==> src/rtl/cdb_arbiter.sv <==
// Common data bus arbiter: picks one function unit per cycle round-robin and
// registers its result, tag and write enable for broadcast on the following cycle.
module cdb_arbiter #(
   parameter int NUM_FU         = 4,
   parameter int PHYS_REG_WIDTH = 6,
   parameter int DATA_WIDTH     = 32
) (
   input  logic                                      clock,
   input  logic                                      reset_n,
   input  logic                                      clear,
   input  logic [NUM_FU-1:0]                         fu_next_valid,
   input  logic [NUM_FU-1:0][DATA_WIDTH-1:0]         fu_result,
   input  logic [NUM_FU-1:0][PHYS_REG_WIDTH-1:0]     fu_dest_tag,
   input  logic [NUM_FU-1:0]                         fu_dest_tag_wr_en,
   output logic [NUM_FU-1:0]                         fu_broadcasted,
   output logic                                      cdb_valid,
   output logic [DATA_WIDTH-1:0]                     cdb_data,
   output logic [PHYS_REG_WIDTH-1:0]                 cdb_tag,
   output logic                                      cdb_wr_en
);

   localparam int PTR_WIDTH = (NUM_FU > 1) ? $clog2(NUM_FU) : 1;
   localparam logic [PTR_WIDTH-1:0] LAST_FU = PTR_WIDTH'(NUM_FU - 1);
   localparam logic [PTR_WIDTH:0]   FU_COUNT = (PTR_WIDTH + 1)'(NUM_FU);

   logic [NUM_FU-1:0]   req_ff;
   logic [PTR_WIDTH-1:0] ptr_ff;
   logic [2*NUM_FU-1:0] req_rotated;
   logic [PTR_WIDTH:0]  wrap_sum;
   logic [PTR_WIDTH-1:0] grant_idx;
   logic [PTR_WIDTH-1:0] next_ptr;
   logic                grant_found;
   logic                grant_valid;

   // Rotating the doubled request vector puts ptr_ff at bit 0, so the first set
   // bit is the winner's distance from the pointer.
   always_comb begin
      req_rotated = {req_ff, req_ff} >> ptr_ff;
      grant_found = 1'b0;
      wrap_sum    = '0;
      grant_idx   = '0;
      for (int off = 0; off < NUM_FU; off++) begin
         if (!grant_found && req_rotated[off]) begin
            grant_found = 1'b1;
            wrap_sum    = {1'b0, ptr_ff} + (PTR_WIDTH + 1)'(off);
            if (wrap_sum >= FU_COUNT) begin
               wrap_sum = wrap_sum - FU_COUNT;
            end
            grant_idx = wrap_sum[PTR_WIDTH-1:0];
         end
      end
   end

   assign grant_valid = grant_found & ~clear;
   assign next_ptr    = (grant_idx == LAST_FU) ? '0 : grant_idx + PTR_WIDTH'(1);

   always_comb begin
      fu_broadcasted = '0;
      if (grant_valid) begin
         fu_broadcasted[grant_idx] = 1'b1;
      end
   end

   // Broadcast registers keep their last contents whenever nothing is granted.
   always_ff @(posedge clock or negedge reset_n) begin
      if (!reset_n) begin
         req_ff    <= '0;
         ptr_ff    <= '0;
         cdb_valid <= 1'b0;
         cdb_data  <= '0;
         cdb_tag   <= '0;
         cdb_wr_en <= 1'b0;
      end else begin
         req_ff    <= fu_next_valid & {NUM_FU{~clear}};
         cdb_valid <= grant_valid;
         if (grant_valid) begin
            ptr_ff    <= next_ptr;
            cdb_data  <= fu_result[grant_idx];
            cdb_tag   <= fu_dest_tag[grant_idx];
            cdb_wr_en <= fu_dest_tag_wr_en[grant_idx];
         end
      end
   end

endmodule

==> config.mk <==
export PLATFORM = sky130hd
export DESIGN_NAME = cdb_arbiter
export DESIGN_NICKNAME = d
export VERILOG_FILES = /design/src/rtl/cdb_arbiter.sv
export SDC_FILE = /design/constraint.sdc
export NUM_CORES = 1
export LEC_CHECK = 0
export BUFFER_PORTS_ARGS = -buffer_cell sky130_fd_sc_hd__buf_2
export CAP_MARGIN = 20
export CORE_MARGIN = 1
export CORE_UTILIZATION = 39
export DETAILED_ROUTE_END_ITERATION = 10
export GPL_ROUTABILITY_DRIVEN = 0
export PLACE_DENSITY = 0.87
export SETUP_SLACK_MARGIN = 0.5
export SLEW_MARGIN = 40
export SYNTH_ARGS = -nofsm -noshare
export SYNTH_HDL_FRONTEND = slang
export SYNTH_SLANG_ARGS = --single-unit
==> constraint.sdc <==
create_clock -name clock -period 1.6 [get_ports clock]
set_clock_uncertainty 0.15 [all_clocks]
set_input_delay 0.16 -clock clock [delete_from_list [all_inputs] [get_ports clock]]
set_output_delay 0.16 -clock clock [all_outputs]
set_load 0.005 [all_outputs]
======== Word-level counts from Yosys, hierarchy flattened ========
Index checks and enable logic that the tools add are counted.
word-level totals
  register bits after elaboration ......... 46
  input port bits ......................... 163
  output and inout port bits .............. 44
  logic and storage cells ................. 54
cells by class
  add/subtract/negate cells ............... 8
  magnitude comparators ................... 6
  eq/ne operators ......................... 1
  shifts and indexed selects .............. 1
  muxes and demuxes ....................... 22
  bitwise logic cells ..................... 3
  reduce and logical (&&, ||, !) cells .... 7
operators with widths
  cell                                                        count
  binary-select mux 32 bit (select 2 bit)                     1
  two-way mux 32 bit                                          1
  two-way mux 2 bit                                           9
  binary-select mux 6 bit (select 2 bit)                      1
  >= comparator 3 bit, second input constant                  3
  right shift 8 x 2 -> 4 bit                                  1
  subtractor 2 x 1 -> 2 bit, second input constant            4
  adder 2 x 2 -> 3 bit, second input constant                 2
  two-way mux 1 bit                                           6
  two-way mux 6 bit                                           1
  bitwise AND 4 bit                                           1
  logical AND 1 bit                                           4
  two-way mux 4 bit                                           1
  adder 2 x 1 -> 3 bit, second input constant                 1
  >= comparator 2 x 3 -> 1 bit, second input constant         1
  logical NOT 1 bit                                           3
  less-than comparator 2 x 3 -> 1 bit, second input constant  1
  adder 2 x 1 -> 2 bit, second input constant                 1
  binary-select mux 1 bit (select 2 bit)                      1
  demux 1 bit (select 2 bit)                                  1
  == test 2 bit, second input constant                        1
  >= comparator 2 x 1 -> 1 bit, second input constant         1
  bitwise AND 1 bit                                           1
  inverter 1 bit                                              1

======== Logic depth before layout (Yosys ltp) ========
  depth in word-level cells ............... 16
  depth in mapped cells ................... 8
  gate-level depth less buffers ........... 6

======== Least setup slack after synthesis ========
Ideal clock, no wire load.
  path type ............................... reg-to-reg
  from .................................... register req_ff[3]
  to ...................................... register cdb_data[10]
  setup time .............................. 0.129 ns
  arrival ................................. 1.478 ns
  required time ........................... 1.321 ns
  path slack .............................. -0.157 ns
  cell stages (with the launch flop) ...... 8
  buffers on the path ..................... 2
  period minus slack after synthesis ...... 1.757 ns
  cell sequence ........................... dfrtp_1 > or2_4 > nand4b_4 > and2_4 > buf_12 > buf_8 > mux2i_1 > o22ai_2
on the way
  longest elaborated chain between the ends .. 13
  elaborated cells between the ends (all ways) .. 18
  classes of those cells .................. shift (1); mux (10); bitwise (1); reduce/logical (6)
RTL lines
  item                                      line  source
  start: declaration                        26    logic [NUM_FU-1:0] req_ff;
  start signal: assignment                  74    req_ff <= fu_next_valid & {NUM_FU{~clear}};
  right shift 8 x 2 -> 4 bit (*)            38    req_rotated = {req_ff, req_ff} >> ptr_ff;
  two-way mux 1 bit                         43    if (!grant_found && req_rotated[off]) begin
  logical NOT 1 bit                         43
  logical AND 1 bit                         43
  two-way mux 1 bit                         43
  logical NOT 1 bit                         43
  logical AND 1 bit                         43
  two-way mux 1 bit                         43
  logical NOT 1 bit                         43
  logical AND 1 bit                         43
  two-way mux 2 bit                         43
  binary-select mux 32 bit (select 2 bit)   78    cdb_data <= fu_result[grant_idx];
  two-way mux 32 bit (not written as such)  78
  end signal: assignment                    78
  end: declaration                          17    output logic [DATA_WIDTH-1:0] cdb_data,
Every way passes the cells marked *; elsewhere a longest branch is shown, timed or not. The select of a mux whose other input is x is not followed.
A chain may end at the register's enable or synchronous reset.

======== Worst setup path after layout ========
  from .................................... register req_ff[1]
  to ...................................... register cdb_data[30]
Same word-level chain as after synthesis.

==> impl_metrics.tcl <==
set metrics [dict create \
    outcome "finished, violations left" \
    violations "negative hold slack, negative setup slack" \
    fin_cells 725 \
    tns_ps -14400 \
    leakage_nw 3.03 \
    layout_common_cells "buf_2 (206), dlygate4sd3_1 (53), dfrtp_1 (44)" \
    io_buffers 206 \
    worst_r2r_endpoint "cdb_data[30]" \
    gr-total-overflow 0 \
    cp_max_fo 5 \
    fmax_ghz 0.492 \
    clkLatencyLatePin_ps 290 \
    dr.pass1.iters 5 \
    maxSlewHeadroom 0.769 \
    drive_above_1_share 0.692 \
    postSynthCellCount 307 \
    critPathTopFamily "simple AND/OR/NAND/NOR gates" \
    clkTransAtPathRegs_ps 90 \
    slowest_delay_ps 410 \
    vias_per_cell 5.66 \
    dp_hpwl_um 7780 \
    areaGrowthSynthToFinish_pct 99.2 \
    dieArea_sq_mm 0.00880 \
    core_area_sq_mm 0.00818 \
    finish.instance_area_sq_mm 0.00655 \
    final_common_cell "buf_2" \
    post-route-util 0.801 \
    reg2regPathDepth 7 \
    slew_viol_final 0 \
    antenna_cells 0 \
    drc_errors 0 \
    nets 783 \
    place_area_sq_mm 0.00458 \
    cts-root-buf "clkbuf_8" \
    syn-num-nets 470 \
    p_per_area_mw_per_mm2 1110 \
    ys_ff_latch 46 \
    synth_warnings 0 \
    pin_count 207 \
    num-fill-cells 469 \
    cts_tree "yes" \
    clock-sinks 46 \
    grt_pass1_vias 4287 \
    finalHoldViolCount 2 \
    cp_num_cells 7 \
    regArea_sq_mm 0.00115 \
    synth_area_leader_cell "dfrtp_1" \
    yosysTopAreaCellShare 0.350 \
    synth_area_sq_mm 0.00329 \
    cts_buffer_depth 2 \
    crit_slowest_cell "dfrtp_1" \
    grt_usage 0.311 \
    synth_cell_types 37 \
    period_share 1.27 \
    netlist_top_cells_area "dfrtp_1 (35%), a211oi_2 (14%), mux2i_1 (12%)" \
    worstPathCellList "or2_4 -> nand4b_4 -> and2_4 -> buf_6 -> bufbuf_16 -> mux2i_2 -> o22ai_1" \
    setup_viol 45 \
    crit_arrival_ps 2050 \
    drt_wl_total_um 15400 \
    cts_made_buffers 5 \
    critPathLaunch "req_ff[1]" \
    vias 4105 \
    die_w_um 93.8 \
    crit_path_end "cdb_data[30]" \
    min_period_ps 2030 \
    worstSetupPathType "flip-flop to flip-flop" \
    dp.cells 616 \
    maxCapViolations 0 \
    wl_per_cell_um 21.3 \
    postRouteAntennaNets 0 \
    crit_path_end_kind "flip-flop" \
    total_power_mw 7.25 \
    min_path_type "input pin to flip-flop" \
    grt_max_degree 47 \
    die_h_um 93.8 \
    vdd_ir_drop_max_v 0.000547 \
    drtIter0Drc 171 \
    grt_pass1_wl_um 20700 \
    worst_pin_slew_ps 346 \
    fin_hold_ws_ps -1.79 \
    ys_seq_area_frac 0.350 \
    layout_setup_ws_ps -432 \
    reg2reg_from "req_ff[1]" \
    place_ws_ps -248 \
    required_ps 1620 \
    syn-mean-instance-area_sq_um 10.7 \
    cts_htree_levels 2 \
    rows 33 \
    start_util 0.402 \
    grt_setup_unrepaired "yes" \
    antenna_found_initial 0 \
    r2r_slack_ps -430 \
    startpoint_type "flip-flop" \
    multi_input_area_sq_mm 0.00247 \
    critPathBufInv 2 \
]
[kinds of logic after synthesis]
group | synth area share
AO/OA/AOI/OAI | 0.313
flip-flops | 0.350
buffers and inverters | 0.0845
XOR/XNOR | 0.00267
AND/OR/NAND/NOR | 0.131
multiplexers | 0.119
[synthesized netlist by cell type, drive strengths merged]
cell type / count
a211oi: 39
a21o: 1
a21oi: 1
a311oi: 1
and2: 1
and3: 39
buf: 22
clkbuf: 12
dfrtp: 46
inv: 2
mux2i: 39
nand2: 3
nand2b: 3
nand4b: 2
nor2: 4
nor2b: 5
nor3: 3
o21ai: 41
o22a: 1
o22ai: 39
or2: 2
xnor2: 1
[worst min-delay path, delay by kind of cell]
family / cells / cell delay (ps)
multiplexers: 1 / 60
buffers and inverters: 1 / 80
AO/OA/AOI/OAI: 1 / 100
[state kept, by name, indices dropped and copies added, names as in the netlist]
signal and count:
cdb_valid 1, cdb_wr_en 1, cdb_tag 6, req_ff 4, ptr_ff 2, cdb_data 32
[repair_timing]
| action | 4_1_cts | 5_1_grt |
|---|---|---|
| gates cloned | 8 | 6 |
| hold buffers | 53 | 0 |
| gates resized for setup | 80 | 77 |
| endpoints found under the hold margin | 78 | 0 |
| pin swaps | 36 | 42 |
| buffers inserted | 25 | 10 |
| setup endpoints to repair | 86 | 86 |
[metal layers]
metal | track usage | wire length, um
met1 | 0.335 | 5730
met2 | 0.562 | 7640
met3 | 0.0744 | 1450
met4 | 0.156 | 613
met5 | 0 | 0
[cell type report]
| type | count | share of cell area |
|---|---|---|
| Inverter | 2 | 0.00153 |
| Timing Repair Buffer | 340 | 0.413 |
| Multi-Input combinational cell | 225 | 0.377 |
| Clock buffer | 7 | 0.0117 |
| Tap cell | 105 | 0.0201 |
| Sequential cell | 46 | 0.176 |
[worst min-delay path by stage]
stage	from	to	slack (ps)	depth (start not counted)
6_report	fu_result[35]	cdb_data[3]	-2	3
3_5_place_dp	reset_n	cdb_data[8]	20	2
3_3_place_gp	reset_n	cdb_data[10]	10	2
2_1_floorplan	reset_n	cdb_data[0]	-290	0
4_1_cts	clear	ptr_ff[0]	-10	2
5_1_grt	fu_dest_tag_wr_en[0]	cdb_wr_en	-2	3
[where the power goes]
group / internal, mW / switching [mW] / leakage, nW
Clock: 0.302 / 0.393 / 0.0383
Combinational: 2.72 / 2.08 / 2.45
Sequential: 1.51 / 0.242 / 0.543
(Power assumes the default switching activity.)
